$ cat src/rtl/id_ex_latch.sv
// ID/EX pipeline register with stall, flush (bubble) and synchronous reset.
// Optional rs-field forwarding path enabled by defining ID_EX_RS_FIELD_EN.
module id_ex_latch #(
  parameter int unsigned WIDTH = 32
) (
  input  logic             clk,
  input  logic             rst,
  input  logic             stall,
  input  logic             flush,
  input  logic             valid_in,
  input  logic [1:0]       ctlwb_in,
  input  logic [2:0]       ctlm_in,
  input  logic [3:0]       ctlex_in,
  input  logic [WIDTH-1:0] npc_in,
  input  logic [WIDTH-1:0] readdat1_in,
  input  logic [WIDTH-1:0] readdat2_in,
  input  logic [WIDTH-1:0] signext_in,
  input  logic [4:0]       instr_2016_in,
  input  logic [4:0]       instr_1511_in,
`ifdef ID_EX_RS_FIELD_EN
  input  logic [4:0]       instr_2521_in,
  output logic [4:0]       instr_2521_out,
`endif
  output logic [1:0]       wb_out,
  output logic [2:0]       m_out,
  output logic             regdst_out,
  output logic [1:0]       aluop_out,
  output logic             alusrc_out,
  output logic [WIDTH-1:0] npc_out,
  output logic [WIDTH-1:0] readdat1_out,
  output logic [WIDTH-1:0] readdat2_out,
  output logic [WIDTH-1:0] signext_out,
  output logic [4:0]       instr_2016_out,
  output logic [4:0]       instr_1511_out,
  output logic [5:0]       funct_out,
  output logic             valid_out
);

  logic [1:0]       wb_q, wb_d;
  logic [2:0]       m_q, m_d;
  logic [3:0]       ex_q, ex_d;
  logic [WIDTH-1:0] npc_q, npc_d;
  logic [WIDTH-1:0] rd1_q, rd1_d;
  logic [WIDTH-1:0] rd2_q, rd2_d;
  logic [WIDTH-1:0] sext_q, sext_d;
  logic [4:0]       rt_q, rt_d;
  logic [4:0]       rd_q, rd_d;
  logic [4:0]       rs_q, rs_d;
  logic             valid_q, valid_d;
  logic [4:0]       rs_in;

`ifdef ID_EX_RS_FIELD_EN
  assign rs_in = instr_2521_in;
`else
  assign rs_in = 5'd0;
`endif

  // Flush outranks stall so a stalled stage can still be turned into a bubble.
  always_comb begin
    wb_d    = wb_q;
    m_d     = m_q;
    ex_d    = ex_q;
    npc_d   = npc_q;
    rd1_d   = rd1_q;
    rd2_d   = rd2_q;
    sext_d  = sext_q;
    rt_d    = rt_q;
    rd_d    = rd_q;
    rs_d    = rs_q;
    valid_d = valid_q;
    if (flush) begin
      wb_d    = '0;
      m_d     = '0;
      ex_d    = '0;
      npc_d   = '0;
      rd1_d   = '0;
      rd2_d   = '0;
      sext_d  = '0;
      rt_d    = '0;
      rd_d    = '0;
      rs_d    = '0;
      valid_d = 1'b0;
    end else if (!stall) begin
      wb_d    = ctlwb_in;
      m_d     = ctlm_in;
      ex_d    = ctlex_in;
      npc_d   = npc_in;
      rd1_d   = readdat1_in;
      rd2_d   = readdat2_in;
      sext_d  = signext_in;
      rt_d    = instr_2016_in;
      rd_d    = instr_1511_in;
      rs_d    = rs_in;
      valid_d = valid_in;
    end
  end

  always_ff @(posedge clk) begin
    if (rst) begin
      wb_q    <= '0;
      m_q     <= '0;
      ex_q    <= '0;
      npc_q   <= '0;
      rd1_q   <= '0;
      rd2_q   <= '0;
      sext_q  <= '0;
      rt_q    <= '0;
      rd_q    <= '0;
      rs_q    <= '0;
      valid_q <= 1'b0;
    end else begin
      wb_q    <= wb_d;
      m_q     <= m_d;
      ex_q    <= ex_d;
      npc_q   <= npc_d;
      rd1_q   <= rd1_d;
      rd2_q   <= rd2_d;
      sext_q  <= sext_d;
      rt_q    <= rt_d;
      rd_q    <= rd_d;
      rs_q    <= rs_d;
      valid_q <= valid_d;
    end
  end

  assign wb_out         = wb_q;
  assign m_out          = m_q;
  assign regdst_out     = ex_q[3];
  assign aluop_out      = ex_q[2:1];
  assign alusrc_out     = ex_q[0];
  assign npc_out        = npc_q;
  assign readdat1_out   = rd1_q;
  assign readdat2_out   = rd2_q;
  assign signext_out    = sext_q;
  assign instr_2016_out = rt_q;
  assign instr_1511_out = rd_q;
  assign funct_out      = sext_q[5:0];
  assign valid_out      = valid_q;
`ifdef ID_EX_RS_FIELD_EN
  assign instr_2521_out = rs_q;
`else
  // rs register is unused in this build; keep lint quiet about it.
  logic unused_rs;
  assign unused_rs = ^rs_q;
`endif

endmodule

$ cat config.mk
export PLATFORM = sky130hd
export DESIGN_NAME = id_ex_latch
export DESIGN_NICKNAME = d
export VERILOG_FILES = /design/src/rtl/id_ex_latch.sv
export SDC_FILE = /design/constraint.sdc
export NUM_CORES = 1
export LEC_CHECK = 0
export ABC_CLOCK_PERIOD_IN_PS = 2100
export BUFFER_PORTS_ARGS = -buffer_cell sky130_fd_sc_hd__buf_2
export CAP_MARGIN = 20
export CORE_AREA = 2 2 118 120
export CTS_BUF_LIST = sky130_fd_sc_hd__clkbuf_8
export DETAILED_ROUTE_END_ITERATION = 10
export DIE_AREA = 0 0 120 122
export GPL_TIMING_DRIVEN = 0
export PLACE_DENSITY = 0.74
export SLEW_MARGIN = 20
export SYNTH_ARGS = -nofsm -noshare
export SYNTH_HDL_FRONTEND = slang
export SYNTH_SLANG_ARGS = --single-unit
$ cat constraint.sdc
create_clock -name clk -period 2.1 [get_ports clk]
set_input_delay 0.315 -clock clk [delete_from_list [all_inputs] [get_ports clk]]
set_output_delay 0.315 -clock clk [all_outputs]
set_load 0.1 [all_outputs]
==> flow_summary_export.csv, run 1 <==
group,metric,value,unit
grt,grt_overflow,0,
pwr,p_clk_frac,0.343,
worst_setup_path,end_kind,"output port",
drt,post_drt_wl_per_cell,13.4,µm
timing,slew_violations,0,
timing,finalSetupViolations,0,
pwr,netSwitchingPower,1.99,mW
pwr,seqPwrFrac,0.452,
timing,hold_ws,0.0913,ns
timing,finClkSkew,0,ns
drt,wl_met1,5350,µm
floorplanning,die_w,120,µm
worst_setup_path,crit_buf_inv,2,
pwr,switching_share,0.305,
floorplanning,dieArea,0.0146,mm²
floorplanning,io_pins,306,
cells_and_area,n_antenna_cell,0,
synth,syn_nets,637,
pwr,p_per_area,862,mW/mm²
pwr,p_leak,4.13,nW
cts,clock_sinks,148,
worst_setup_path,crit_path_start_kind,"register",
cells_and_area,area_growth_syn_to_layout,39.8,%
timing,rsz0062_at_grt,"false",
worst_setup_path,crit_type,"register to output port",
worst_setup_path,required,1.78,ns
grt,grt_pass1_vias,4269,
timing,layout_min_cycle_time,1.68,ns
cts,cts_resized,0,
synth,yosysUniqueCellTypes,9,
cts,h-tree-depth,4,
drt,drtIter0Drc,149,
synth,syn_avg_cell_area,11.1,µm²
grt,grt_usage,0.182,
grt,grt_max_degree,17,
run_status,outcome,"complete, no violations",
job,max_cap_violations,0,
drt,highest_layer,"met5",
grt,antenna_found_initial,1,
drt,route.vias.total,4436,
synth,synthCells,485,
synth,ys_seq_area_frac,0.548,
grt,grt_pass1_wl,20600,µm
placed_design,dp_hpwl,10200,µm
floorplanning,start_util,0.400,
synth,ys_ff_latch,148,
cts,cts-root-buf,"clkbuf_8",
synth,syn_area,0.00540,mm²
cts,cts_tree,"done",
drt,drt_wl_total,13400,µm
floorplanning,rows,43,
worst_setup_path,crit_chain,"buf_4, buf_2",
worst_setup_path,arrival,1.37,ns
pwr,vdd.ir_drop.worst,0.000504,V
floorplanning,die_y,122,µm
timing,hold_violations,0,
cts,post_cts_buffers,0,
hold_path,min_path_type,"primary input to register",
timing,fin_tns_setup,0,ns
timing,slew_headroom,0.654,
floorplanning,core-area,0.0135,mm²
drt,dr_wl_met3,1370,µm
worst_setup_path,critPathTopFamily,"buffers and inverters",
cts,ctsHoldBuffers,0,
drt,drt_first_pass_iters,4,
timing,max_freq,594,MHz
cts,numCtsBuffers,17,
worst_setup_path,cp_max_fo,3,
timing,fin_crit_sh,0.801,
pwr,internal-power,4.52,mW
placed_design,io_buffers,304,
placed_design,gp_congestion,0.795,
drt,drcViolationCount,0,
drt,route.met2.wl,6400,µm
worst_setup_path,max_stage_delay,0.41,ns
worst_setup_path,critical_path.slowest_cell,"buf_2",
drt,viasPerCell,4.44,
cts,insertion_delay,0.45,ns
cells_and_area,final_nets,960,
synth,ys_warn_count,0,
cells_and_area,fill_cells,1253,
cts,path_clk_slew,0.07,ns
drt,antenna_left,0,
cts,clockBufferDepth,2,
timing,tightest_slew,0.523,ns
cells_and_area,drive_above_1_share,0.448,
pwr,pwr-share-comb,0.205,
==> cell usage in the layout, fill, tap and decap left out <==
cell	netlist	layout
or2_1	1	1
clkinv_2	0	1
clkbuf_8	0	21
mux2i_1	148	148
bufinv_16	0	3
nor2_1	148	148
buf_2	3	307
clkbuf_1	2	2
buf_4	6	6
buf_8	1	1
buf_6	28	28
dfxtp_1	148	148
inv_1	0	5
==> cell families (layout without fill, tap and decap cells) <==
| kind of cell | Yosys count | in the layout | synth area share |
|---|---|---|---|
| flip-flops | 148 | 148 | 0.548 |
| AND/OR/NAND/NOR | 149 | 149 | 0.104 |
| multiplexers | 148 | 148 | 0.274 |
| buffers and inverters | 40 | 374 | 0.0736 |
==> power by group through the flow <==
stage	Combinational [mW]	Clock, mW	Sequential (mW)
2_1_floorplan	0.375	0	3.67
3_3_place_gp	1.33	0	3.00
3_5_place_dp	1.34	0	3.01
4_1_cts	1.34	2.31	2.94
5_1_grt	1.40	2.45	2.95
6_report	1.33	2.24	2.94
==> flip-flops by register name, indices dropped and copies added (netlist names) <==
signal          flops
instr_1511_out      5
m_out               3
readdat1_out       32
readdat2_out       32
signext_out        32
npc_out            32
instr_2016_out      5
wb_out              2
valid_out           1
ex_q                4
==> path summary, 6_finish.rpt <==
check                                startpoint               end  slack [ns]  depth (start not counted)
worst min register to register  signext_out[13]   signext_out[13]        0.49                          2
worst max register to register   signext_out[0]    signext_out[0]        1.45                          2
worst max-delay path             signext_out[0]    signext_out[0]        0.42                          2
worst min-delay path            readdat1_in[18]  readdat1_out[18]        0.09                          3
==> metal layers <==
layer,global-route usage,up-vias
met5,0,-
met2,0.307,202
met4,0.0779,2
li1,-,2231
met1,0.195,1973
met3,0.0866,28
==> cell usage after synthesis <==
cell | count | share of area
nor2_1 | 148 | 0.10
or2_1 | 1 | 0.0012
clkbuf_1 | 2 | 0.0014
buf_2 | 3 | 0.0028
buf_4 | 6 | 0.0083
buf_6 | 28 | 0.058
dfxtp_1 | 148 | 0.55
buf_8 | 1 | 0.0028
mux2i_1 | 148 | 0.27
==> metrics by stage <==
stage / setup WS [ns] / instances / utilization / power (mW) / instance area (µm²)
finish: 0.418 / 999 / 0.559 / 6.51 / 7550
global placement: 0.848 / 969 / 0.530 / 4.34 / 7150
CTS: 0.355 / 999 / 0.559 / 6.60 / 7550
floorplan: 0.412 / 485 / - / 4.05 / 5400
global route: 0.334 / 999 / 0.559 / 6.80 / 7550
detailed placement: 0.819 / 969 / 0.530 / 4.35 / 7150
==> cell type report <==
class | count | area [µm²] | area share
Multi-Input combinational cell | 297 | 2040 | 0.270
Buffer | 40 | 398 | 0.0527
Clock buffer | 21 | 289 | 0.0383
Timing Repair Buffer | 304 | 1520 | 0.201
Clock inverter | 9 | 114 | 0.0151
Sequential cell | 148 | 2960 | 0.392
Tap cell | 180 | 225 | 0.0298
==> worst reg2reg max path, cell delays in order, from the launching register on <==
cell and delay (ns):
dfxtp_1 0.34, mux2i_1 0.14, nor2_1 0.05
Note: power is estimated with default switching activity, not from simulation.
==> run 2, diff against run 1 <==
ABC_CLOCK_PERIOD_IN_PS = 1500   (was 2100)
PLACE_DENSITY = 0.77   (was 0.74)
clock period = 1.5 ns   (was 2.1 ns; I/O delays follow)
==> run 2 against run 1 <==
Net effect: via count grew 15%; first-iteration DRC count grew 5.4%; clock skew unchanged; sequential cell count is the same; register-to-register slack worse by 0.74 ns; combinational power increased by 65%; global-route usage is 3.4 points higher; die area stayed put; worst hold slack got worse by 0.059 ns; cell count grew 11%; clock-buffer cell count decreased by 1; critical path type unchanged; largest cell class is now non-clock buffers.
==> flow_summary_export.csv, run 2 (synthesized netlist as in run 1, its figures left out) <==
group,metric,value,unit
run_status,outcome,"complete, no violations",
worst_setup_path,crit_buf_inv,1,
grt,grt_pass1_wl,24600,µm
cts,clock_sinks,148,
cts,path_clk_slew,0.09,ns
worst_setup_path,critical_path.slowest_cell,"buf_2",
worst_setup_path,crit_path_start_kind,"register",
timing,postLayoutSetupSlackWorst,0.0492,ns
cts,insertion_delay,0.44,ns
cells_and_area,layout_commonest_cell,"buf_2",
timing,layout_min_cycle_time,1.45,ns
timing,finalSetupViolations,0,
hold_path,min_path_type,"primary input to register",
worst_setup_path,cp_max_fo,2,
floorplanning,io_pins,306,
cts,cts_tree,"done",
cts,clockBufferDepth,2,
placed_design,dp_hpwl,10400,µm
drt,drtIter0Drc,157,
timing,fin_tns_setup,0,ns
worst_setup_path,critPathTopFamily,"buffers and inverters",
drt,viasPerCell,4.60,
floorplanning,rows,43,
drt,drt_wl_total,17500,µm
drt,route.vias.total,5116,
timing,tightest_slew,0.503,ns
timing,finClkSkew,0,ns
job,max_cap_violations,0,
worst_setup_path,arrival,1.23,ns
timing,max_freq,689,MHz
worst_setup_path,max_stage_delay,0.43,ns
pwr,p_per_area,1030,mW/mm²
grt,antenna_found_initial,0,
cells_and_area,drive_above_1_share,0.407,
floorplanning,die_w,120,µm
cts,cts-root-buf,"clkbuf_8",
floorplanning,die_y,122,µm
timing,hold_violations,0,
drt,antenna_left,0,
cts,h-tree-depth,4,
placed_design,gp_congestion,0.756,
drt,drt_first_pass_iters,6,
pwr,p_leak,4.51,nW
pwr,vdd.ir_drop.worst,0.000655,V
placed_design,dpl_worst_slack,0.310,ns
drt,drcViolationCount,0,
grt,grt_overflow,0,
timing,slew_violations,0,
cells_and_area,final_nets,1072,
cts,post_cts_buffers,0,
worst_setup_path,required,1.27,ns
cts,numCtsBuffers,17,
cells_and_area,n_antenna_cell,0,
timing,slew_headroom,0.665,
worst_setup_path,end_kind,"output port",
grt,grt_pass1_vias,5115,
cells_and_area,final_cell_mix,"buf_2 (209), mux2i_1 (148), nor2_1 (148)",
timing,fin_crit_sh,0.967,
floorplanning,dieArea,0.0146,mm²
floorplanning,start_util,0.400,
placed_design,io_buffers,304,
floorplanning,core-area,0.0135,mm²
worst_setup_path,crit_chain,"buf_2",
worst_setup_path,crit_type,"register to output port",
grt,grt_max_degree,17,
drt,post_drt_wl_per_cell,15.7,µm
cells_and_area,area_growth_syn_to_layout,64.3,%
grt,grt_usage,0.216,
## run 2: layout make-up
class	instances	area [µm²]
multi-input combinational	297	2040
clock inverter	12	80.1
fill	1022	4620
clock buffer	20	275
buffer	40	398
timing repair buffer	416	2890
sequential	148	2970
tap	180	225
## run 2: per-layer routing
| metal | vias to the layer above | track usage | share of wire |
|---|---|---|---|
| li1 | 2467 | - | - |
| met1 | 2380 | 0.224 | 0.37 |
| met2 | 238 | 0.402 | 0.53 |
| met3 | 31 | 0.0819 | 0.077 |
| met4 | 0 | 0.0691 | 0.021 |
| met5 | - | 0 | 0 |
## run 2: timing repair
action | CTS | global route
hold buffers | 106 | 6
endpoints found under the hold margin | 106 | 6
pin swaps | 0 | 0
gates resized for setup | 10 | 88
setup endpoints to repair | 10 | 88
## run 2: per-stage QoR
step,hold WS [ns],util,cells,total power [mW],area (µm²)
floorplan,0.369,-,485,5.67,5410
global placement,0.452,0.530,969,6.08,7160
global route,-0.0000159,0.658,1113,9.49,8880
detailed placement,0.461,0.530,969,6.10,7160
CTS,0.000187,0.637,1107,9.09,8600
finish,0.0320,0.658,1113,9.11,8880
## run 2: worst paths after layout
kind	startpoint	endpoint	cells after the start	slack, ns
worst max-delay path	instr_2016_out[3]	instr_2016_out[3]	1	0.05
worst min-delay path	npc_in[22]	npc_out[22]	3	0.03
worst max register to register	instr_2016_out[1]	instr_2016_out[1]	2	0.71
worst min register to register	readdat1_out[12]	readdat1_out[12]	2	0.49
## run 2: report_power, final
| part | switching, mW | internal, mW |
|---|---|---|
| clock | 1.52 | 1.27 |
| sequential | 0.0713 | 4.06 |
| combinational | 1.46 | 0.735 |
==> run 3, diff against run 2 <==
PLACE_DENSITY = 0.74   (was 0.77)
==> run 3 against run 2 <==
Net effect: maximum frequency is 0.73% lower; design area is 1.8% lower; setup slack worse by 0.011 ns; first-iteration DRC count is 12% higher; critical path depth stayed put; clock-buffer cell count is 2 lower; worst hold slack worse by 0.016 ns; core utilization is 1.2 points lower; critical path type unchanged; largest cell class unchanged; largest power group unchanged; highest routed layer unchanged.
==> flow_summary_export.csv, run 3 (synthesized netlist as in run 1, its figures left out) <==
group,metric,value,unit
worst_setup_path,arrival,1.24,ns
grt,grt_max_degree,17,
hold_path,holdCritStartpoint,"readdat2_in[9]",
cts,numCtsBuffers,17,
placed_design,dp_hpwl,10300,µm
drt,post_drt_wl_per_cell,14.8,µm
worst_setup_path,critPathTopFamily,"buffers and inverters",
timing,layout_min_cycle_time,1.46,ns
drt,route.vias.total,4988,
drt,drtIter0Drc,176,
worst_setup_path,critical_path.slowest_cell,"buf_2",
timing,slew_headroom,0.666,
timing,tightest_slew,0.500,ns
cts,cts_tree,"done",
cts,path_clk_slew,0.08,ns
cells_and_area,final_nets,1063,
grt,grt_pass1_vias,5006,
cts,h-tree-depth,4,
timing,max_freq,684,MHz
worst_setup_path,end_kind,"output port",
drt,drcViolationCount,0,
drt,viasPerCell,4.52,
placed_design,io_buffers,304,
worst_setup_path,cp_max_fo,2,
worst_setup_path,path_depth,1,
worst_setup_path,rr_startpoint,"npc_out[13]",
worst_setup_path,cp-startpoint,"m_out[2]",
pwr,finalPower,9.44,mW
floorplanning,core-area,0.0135,mm²
floorplanning,io_pins,306,
cts,clock_sinks,148,
timing,fin_tns_setup,0,ns
timing,hold_ws,0.0164,ns
timing,finalSetupViolations,0,
cells_and_area,area_growth_syn_to_layout,61.4,%
floorplanning,start_util,0.400,
worst_setup_path,max_stage_delay,0.44,ns
worst_setup_path,crit_path_start_kind,"register",
pwr,p_leak,4.52,nW
worst_setup_path,crit_buf_inv,1,
run_status,outcome,"complete, no violations",
worst_setup_path,crit_chain,"buf_2",
placed_design,gp_congestion,0.746,
cells_and_area,n_antenna_cell,0,
floorplanning,die_w,120,µm
cells_and_area,final_core_util,0.646,
hold_path,min_path_type,"primary input to register",
worst_setup_path,reg2regPathDepth,2,
grt,grt_overflow,0,
timing,fin_crit_sh,0.974,
worst_setup_path,required,1.27,ns
grt,grt_usage,0.214,
cells_and_area,final_cell_mix,"buf_2 (257), mux2i_1 (148), nor2_1 (148)",
timing,slew_violations,0,
cells_and_area,drive_above_1_share,0.410,
grt,antenna_found_initial,0,
pwr,vdd.ir_drop.worst,0.000611,V
floorplanning,die_y,122,µm
hold_path,holdPathStages,3,
drt,drt_wl_total,16300,µm
cells_and_area,layout_commonest_cell,"buf_2",
pwr,p_per_area,1080,mW/mm²
job,max_cap_violations,0,
cts,insertion_delay,0.44,ns
floorplanning,dieArea,0.0146,mm²
cts,post_cts_buffers,0,
drt,antenna_left,0,
grt,grt_pass1_wl,24500,µm
worst_setup_path,crit_type,"register to output port",
timing,finClkSkew,0,ns
cts,cts-root-buf,"clkbuf_8",
floorplanning,rows,43,
timing,hold_violations,0,
cts,clockBufferDepth,2,
cells_and_area,fill_cells,1036,
drt,drt_first_pass_iters,4,
-- run 3: per-layer routing --
metal  share of wire  GRT usage  vias up  wire, µm
met4           0.017     0.0721        0       284
met1            0.38      0.222     2294      6170
li1                -          -     2442         -
met2            0.51      0.389      229      8350
met3           0.090     0.0880       23      1470
met5               0          0        -         0
-- run 3: final cells by class --
| class | instances | area, µm² | share of cell area |
|---|---|---|---|
| clock inverters | 13 | 160 | 0.0184 |
| clock buffers | 18 | 248 | 0.0284 |
| multi-input cells | 297 | 2040 | 0.234 |
| repair buffers | 407 | 2680 | 0.307 |
| flip-flops and latches | 148 | 2970 | 0.341 |
| well taps | 180 | 225 | 0.0258 |
| plain buffers | 40 | 398 | 0.0456 |
-- run 3: path summary, 6_finish.rpt --
kind	to	slack (ns)
setup reg to reg	npc_out[13]	0.81
setup / recovery	m_out[2]	0.04
hold reg to reg	npc_out[14]	0.49
hold / removal	readdat2_out[9]	0.02
-- run 3: per-stage QoR --
step	std cells	setup slack, ns	cell area [µm²]
floorplan	485	0.243	5410
global placement	969	0.337	7160
detailed placement	969	0.308	7160
CTS	1103	0.00488	8610
global route	1103	-0.0215	8720
finish	1103	0.0385	8720
-- run 3: repair_timing --
item | in CTS | in global routing
hold endpoints to repair | 103 | 0
setup endpoints to repair | 7 | 43
hold buffers | 103 | 0
gates resized for setup | 7 | 43
-- run 3: tightest hold or removal path: stages --
cell,delay (ns)
buf_2,0.07
mux2i_1,0.05
nor2_1,0.07
-- run 3: report_power, final --
group | switching (mW) | internal, mW | total, mW | leakage, nW
combinational | 1.44 | 0.700 | 2.14 | 3.11
sequential | 0.0660 | 4.06 | 4.12 | 1.21
clock | 1.50 | 1.68 | 3.18 | 0.198
